## config.mk

```make
export PLATFORM = sky130hd
export DESIGN_NAME = corescore_mmcm_drp_ctrl
export DESIGN_NICKNAME = d
export VERILOG_FILES = /design/src/rtl/corescore_pkg.sv /design/src/rtl/corescore_sync2.sv /design/src/rtl/corescore_mmcm_drp_ctrl.sv
export SDC_FILE = /design/constraint.sdc
export NUM_CORES = 1
export LEC_CHECK = 0
export CELL_PAD_IN_SITES_DETAIL_PLACEMENT = 1
export CELL_PAD_IN_SITES_GLOBAL_PLACEMENT = 2
export CORE_ASPECT_RATIO = 0.5
export CORE_MARGIN = 5
export CORE_UTILIZATION = 33
export DETAILED_ROUTE_END_ITERATION = 10
export PLACE_DENSITY = 0.87
export SLEW_MARGIN = 20
export SYNTH_ARGS = -nofsm -noshare
export SYNTH_HDL_FRONTEND = slang
export SYNTH_HIERARCHICAL = 1
export SYNTH_SLANG_ARGS = --single-unit
```

## constraint.sdc

```tcl
create_clock -name i_clk -period 2.9 [get_ports i_clk]
set_input_delay 0.58 -clock i_clk [delete_from_list [all_inputs] [get_ports i_clk]]
set_output_delay 0.58 -clock i_clk [all_outputs]
set_load 0.01 [all_outputs]
```

## src/rtl/corescore_pkg.sv

```systemverilog
// Shared definitions for the CLKOUT0 reconfiguration controller: FSM states,
// ClkReg addresses/masks and the read-modify-write merge.
package corescore_pkg;

  typedef enum logic [3:0] {
    IDLE,
    RST_ASSERT,
    RD,
    RD_WAIT,
    WR,
    WR_WAIT,
    LOCK_WAIT,
    DONE,
    ERR
  } drp_state_e;

  localparam logic [6:0]  CLKREG1_ADDR = 7'h08;
  localparam logic [6:0]  CLKREG2_ADDR = 7'h09;
  localparam logic [15:0] CLKREG1_KEEP = 16'hF000;
  localparam logic [15:0] CLKREG2_KEEP = 16'hFF3F;

  function automatic logic [6:0] clkreg_addr(input logic idx);
    return idx ? CLKREG2_ADDR : CLKREG1_ADDR;
  endfunction

  // High time is ceil(D/2), i.e. floor(D/2) + D[0], which fits in 6 bits for D <= 126.
  function automatic logic [15:0] clkreg_merge(input logic        idx,
                                               input logic [15:0] rd,
                                               input logic [6:0]  div);
    logic [5:0] lo;
    logic [5:0] hi;
    lo = div[6:1];
    hi = div[6:1] + {5'b0, div[0]};
    if (!idx)
      return (rd & CLKREG1_KEEP) | {4'b0, hi, lo};
    else
      return (rd & CLKREG2_KEEP) | {8'b0, div[0], 7'b0};
  endfunction

endpackage

```

## src/rtl/corescore_sync2.sv

```systemverilog
// Two-flop synchroniser for a single asynchronous level input.
module corescore_sync2 (
  input  logic i_clk,
  input  logic i_rst,
  input  logic i_d,
  output logic o_q
);

  logic meta;

  always_ff @(posedge i_clk) begin
    if (i_rst) begin
      meta <= 1'b0;
      o_q  <= 1'b0;
    end else begin
      meta <= i_d;
      o_q  <= meta;
    end
  end

endmodule

```

## src/rtl/corescore_mmcm_drp_ctrl.sv

```systemverilog
// Reprograms the MMCM CLKOUT0 divider over DRP (read-modify-write of ClkReg1/2),
// holds the MMCM in reset meanwhile and gates downstream reset on lock.
module corescore_mmcm_drp_ctrl
  import corescore_pkg::*;
#(
  parameter int unsigned DRDY_TIMEOUT = 64,
  parameter int unsigned LOCK_TIMEOUT = 65536
) (
  input  logic        i_clk,
  input  logic        i_rst,
  input  logic        i_req,
  input  logic [6:0]  i_div,
  output logic        o_busy,
  output logic        o_done,
  output logic        o_err,
  output logic [6:0]  o_drp_addr,
  output logic        o_drp_en,
  output logic        o_drp_we,
  output logic [15:0] o_drp_di,
  input  logic [15:0] i_drp_do,
  input  logic        i_drp_rdy,
  output logic        o_mmcm_rst,
  input  logic        i_locked,
  output logic        o_rst
);

  localparam int unsigned DW = $clog2(DRDY_TIMEOUT + 1);
  localparam int unsigned LW = $clog2(LOCK_TIMEOUT + 1);
  localparam logic [DW-1:0] DRDY_LAST = DW'(DRDY_TIMEOUT - 1);
  localparam logic [LW-1:0] LOCK_LAST = LW'(LOCK_TIMEOUT - 1);

  drp_state_e    state;
  logic [6:0]    div_q;
  logic          idx;
  logic [DW-1:0] wait_cnt;
  logic [LW-1:0] lock_cnt;
  logic          locked_s;
  logic          locked_d;
  logic          div_legal;

  corescore_sync2 u_lock_sync (
    .i_clk (i_clk),
    .i_rst (i_rst),
    .i_d   (i_locked),
    .o_q   (locked_s)
  );

  assign div_legal = (i_div >= 7'd2) && (i_div <= 7'd126);

  always_ff @(posedge i_clk) begin
    if (i_rst) begin
      state      <= IDLE;
      div_q      <= '0;
      idx        <= 1'b0;
      wait_cnt   <= '0;
      lock_cnt   <= '0;
      locked_d   <= 1'b0;
      o_busy     <= 1'b0;
      o_done     <= 1'b0;
      o_err      <= 1'b0;
      o_drp_addr <= '0;
      o_drp_en   <= 1'b0;
      o_drp_we   <= 1'b0;
      o_drp_di   <= '0;
      o_mmcm_rst <= 1'b0;
      o_rst      <= 1'b1;
    end else begin
      o_drp_en <= 1'b0;
      o_drp_we <= 1'b0;
      o_done   <= 1'b0;
      o_err    <= 1'b0;
      locked_d <= locked_s;
      // Fabric reset releases only when idle with lock stable for two cycles.
      o_rst    <= !(state == IDLE && !o_busy && locked_s && locked_d);

      unique case (state)
        IDLE: begin
          if (i_req) begin
            if (div_legal) begin
              div_q      <= i_div;
              idx        <= 1'b0;
              o_busy     <= 1'b1;
              o_mmcm_rst <= 1'b1;
              o_rst      <= 1'b1;
              state      <= RST_ASSERT;
            end else begin
              o_err <= 1'b1;
            end
          end
        end

        RST_ASSERT: begin
          o_drp_en   <= 1'b1;
          o_drp_addr <= clkreg_addr(idx);
          state      <= RD;
        end

        RD: begin
          wait_cnt <= '0;
          state    <= RD_WAIT;
        end

        RD_WAIT: begin
          if (i_drp_rdy) begin
            o_drp_en <= 1'b1;
            o_drp_we <= 1'b1;
            o_drp_di <= clkreg_merge(idx, i_drp_do, div_q);
            state    <= WR;
          end else if (wait_cnt == DRDY_LAST) begin
            o_err      <= 1'b1;
            o_mmcm_rst <= 1'b0;
            state      <= ERR;
          end else begin
            wait_cnt <= wait_cnt + 1'b1;
          end
        end

        WR: begin
          wait_cnt <= '0;
          state    <= WR_WAIT;
        end

        WR_WAIT: begin
          if (i_drp_rdy) begin
            if (!idx) begin
              idx        <= 1'b1;
              o_drp_en   <= 1'b1;
              o_drp_addr <= clkreg_addr(1'b1);
              state      <= RD;
            end else begin
              o_mmcm_rst <= 1'b0;
              lock_cnt   <= '0;
              state      <= LOCK_WAIT;
            end
          end else if (wait_cnt == DRDY_LAST) begin
            o_err      <= 1'b1;
            o_mmcm_rst <= 1'b0;
            state      <= ERR;
          end else begin
            wait_cnt <= wait_cnt + 1'b1;
          end
        end

        LOCK_WAIT: begin
          if (locked_s) begin
            o_done <= 1'b1;
            state  <= DONE;
          end else if (lock_cnt == LOCK_LAST) begin
            o_err <= 1'b1;
            state <= ERR;
          end else begin
            lock_cnt <= lock_cnt + 1'b1;
          end
        end

        DONE: begin
          o_busy <= 1'b0;
          state  <= IDLE;
        end

        ERR: begin
          o_busy <= 1'b0;
          state  <= IDLE;
        end

        default: state <= IDLE;
      endcase
    end
  end

endmodule

```

==> results.sh <==
export IMPL_status="complete, no violations"
export IMPL_vias=3008
export IMPL_reg2reg_depth=4
export IMPL_wire_per_inst_um=15.5
export IMPL_io_buffers=50
export IMPL_startpoint_type="flip-flop"
export IMPL_synth_edf_count=0
export IMPL_combPwrFrac_pct=11.1
export IMPL_cts_tree="built"
export IMPL_drive_gt1_share_pct=6.39
export IMPL_critPathMaxFanout=22
export IMPL_layout_commonest_cell="dfxtp_1"
export IMPL_h_tree_depth=3
export IMPL_rsz0062_at_grt="false"
export IMPL_areaGrowthSynthToFinish_pct=27.1
export IMPL_pwr_share_seq_pct=43.0
export IMPL_cts_resized=0
export IMPL_grt_max_degree=26
export IMPL_ctsHoldBuffers=0
export IMPL_swShare_pct=24.1
export IMPL_yosys_warnings=6
export IMPL_drc=0
export IMPL_yosysSeqAreaShare_pct=39.6
export IMPL_cts_buffers=9
export IMPL_drt_first_pass_iters=4
export IMPL_fin_nets=468
export IMPL_syn_cell_area_um2=3240
export IMPL_overflow=0
export IMPL_power_ir_vdd_worst_mv=0.296
export IMPL_dp_worst_setup_slack_ns=0.338
export IMPL_cts_root_buffer="clkbuf_16"
export IMPL_finalPower_mw=2.19
export IMPL_critPathCaptureType="flip-flop"
export IMPL_cp_data_arrival_time_ns=2.58
export IMPL_setup_viol=0
export IMPL_worstSetupPathType="reg -> reg"
export IMPL_grt_pass1_vias=3036
export IMPL_synth_area_leader_cell="dfxtp_1"
export IMPL_io_pins=58
export IMPL_synthCells=390
export IMPL_pwr_share_clk_pct=46.0
export IMPL_crit_required_ns=3.16
export IMPL_intPower_mw=1.66
export IMPL_ys_ff_latch=64
export IMPL_finalHoldViolCount=0
export IMPL_p_sw_mw=0.526
export IMPL_drv_slew=0
export IMPL_diodes=0
export IMPL_coreArea_um2=9510
export IMPL_tightestPinTransition_ns=0.883
export IMPL_fmax_ghz=0.430
export IMPL_wl_um=8910
export IMPL_antenna_found_initial=0
export IMPL_initial_core_util_pct=34.0
export IMPL_postLayoutSetupSlackWorst_ns=0.575
export IMPL_synth_flop_cell="dfxtp_1"
export IMPL_p_leak_nw=1.35
export IMPL_grt_pass1_wl_um=15000
export IMPL_clk_latency_ns=0.33
export IMPL_ant_nets=0
export IMPL_die_area_um2=12000
export IMPL_die_y_um=80.0
export IMPL_fin_skew_ns=0.00395
export IMPL_syn_avg_cell_area_um2=8.30
export IMPL_synthArstFlopShare_pct=0
export IMPL_fp_row_count=25
export IMPL_dp_hpwl_um=6340
export IMPL_netlist_area_leader_share_pct=39.6
export IMPL_relSlewSlack_pct=41.1
export IMPL_place_congestion=0.777
export IMPL_synth_cell_types=55
export IMPL_synthTopCellsByArea="dfxtp_1 40%, a21oi_1 6.5%, nand2_1 5.0%"
export IMPL_final_period_utilization_pct=80.2
export IMPL_layout_common_cells="64 x dfxtp_1, 50 x clkdlybuf4s50_1, 43 x nand2_1"
export IMPL_drt_iter0_drc=150
export IMPL_whs_ns=0.392
export IMPL_tns_ns=0
export IMPL_die_w_um=150
export IMPL_hold_path_class="reg -> reg"
export IMPL_clk_path_buf_depth=2
export IMPL_max_cap_violations=0
export IMPL_vias_per_cell=5.25
export IMPL_p_per_area_nw_per_um2=532
export IMPL_cts_setup_buffers=0
export IMPL_clkTransAtPathRegs_ns=0.05
export IMPL_min_path_cells=1
export IMPL_min_period_ns=2.33
export IMPL_cts_sink_count=64
export IMPL_grt_total_usage_pct=15.7
cell families (layout without fill, tap and decap cells):
kind of cell,count (synthesis),in the layout,share of synthesized area [%]
and+or+nand+nor,153,153,25.2
AOI/OAI and AO/OA,107,107,21.2
DFF,64,64,39.6
buffers and inverters,40,84,5.99
muxes,16,16,4.95
adders and majority gates,5,5,1.93
xor gates and xnor gates,4,4,1.08
other,1,5,0.116
worst max-delay path, cell delays in order (launching register included):
cell and delay [ns]:
dfxtp_1 0.72, nand4bb_1 0.44, a2bb2oi_2 0.38, or4_1 0.57, a21oi_1 0.14
stage by stage:
stage          cells  utilization [%]  instance area, µm²
3_3_place_gp     559             40.4                3840
3_5_place_dp     559             40.4                3840
5_1_grt          573             43.3                4110
6_report         573             43.3                4110
2_1_floorplan    394                -                3250
4_1_cts          573             43.3                4110
power groups by stage:
stage / clock (mW) / sequential (mW) / combinational, mW
4_1_cts: 1.04 / 0.940 / 0.243
3_5_place_dp: 0 / 0.958 / 0.242
5_1_grt: 1.08 / 0.944 / 0.268
6_report: 1.01 / 0.940 / 0.242
2_1_floorplan: 0 / 0.946 / 0.150
3_3_place_gp: 0 / 0.957 / 0.237
cells in the mapped netlist (6+ instances only):
cell	number
a21oi_1	42
nor3_1	8
nor2_1	18
inv_1	10
or4_1	7
mux2i_1	16
a211oi_1	11
nand2b_1	15
o21ai_0	16
nand2_1	43
nand3_1	24
clkbuf_1	15
o31ai_1	9
dfxtp_1	64
buf_4	6
final timing paths:
kind                                from           to  slack (ns)
worst min-delay path            locked_d        o_rst        0.39
worst max register to register  state[1]  lock_cnt[3]        0.57
worst max-delay path            state[1]  lock_cnt[3]        0.57
worst min register to register  locked_d        o_rst        0.39
state kept, by name, indices dropped and copies added (netlist names), 2 cells and up:
register	count
lock_cnt	17
o_drp_di	16
div_q	7
wait_cnt	7
state	4
o_drp_addr	2
final cells by class:
class / instances / area [µm²]
Clock buffer: 14 / 274
Inverter: 10 / 37.5
Timing Repair Buffer: 60 / 576
Sequential cell: 64 / 1280
Tap cell: 135 / 169
Multi-Input combinational cell: 290 / 1780
Fill cell: 1120 / 5400
per-layer routing:
layer  global-route usage [%]  vias up  part of all wire (%)  wire length, µm
met5                        0        -                     0                0
met4                     5.11        0                   1.0               93
met3                     4.71        6                   4.6              408
met2                     26.2       54                    46             4090
met1                     19.6     1442                    48             4320
li1                         -     1506                     -                -
No activity file was read; power rests on OpenSTA's default activity.
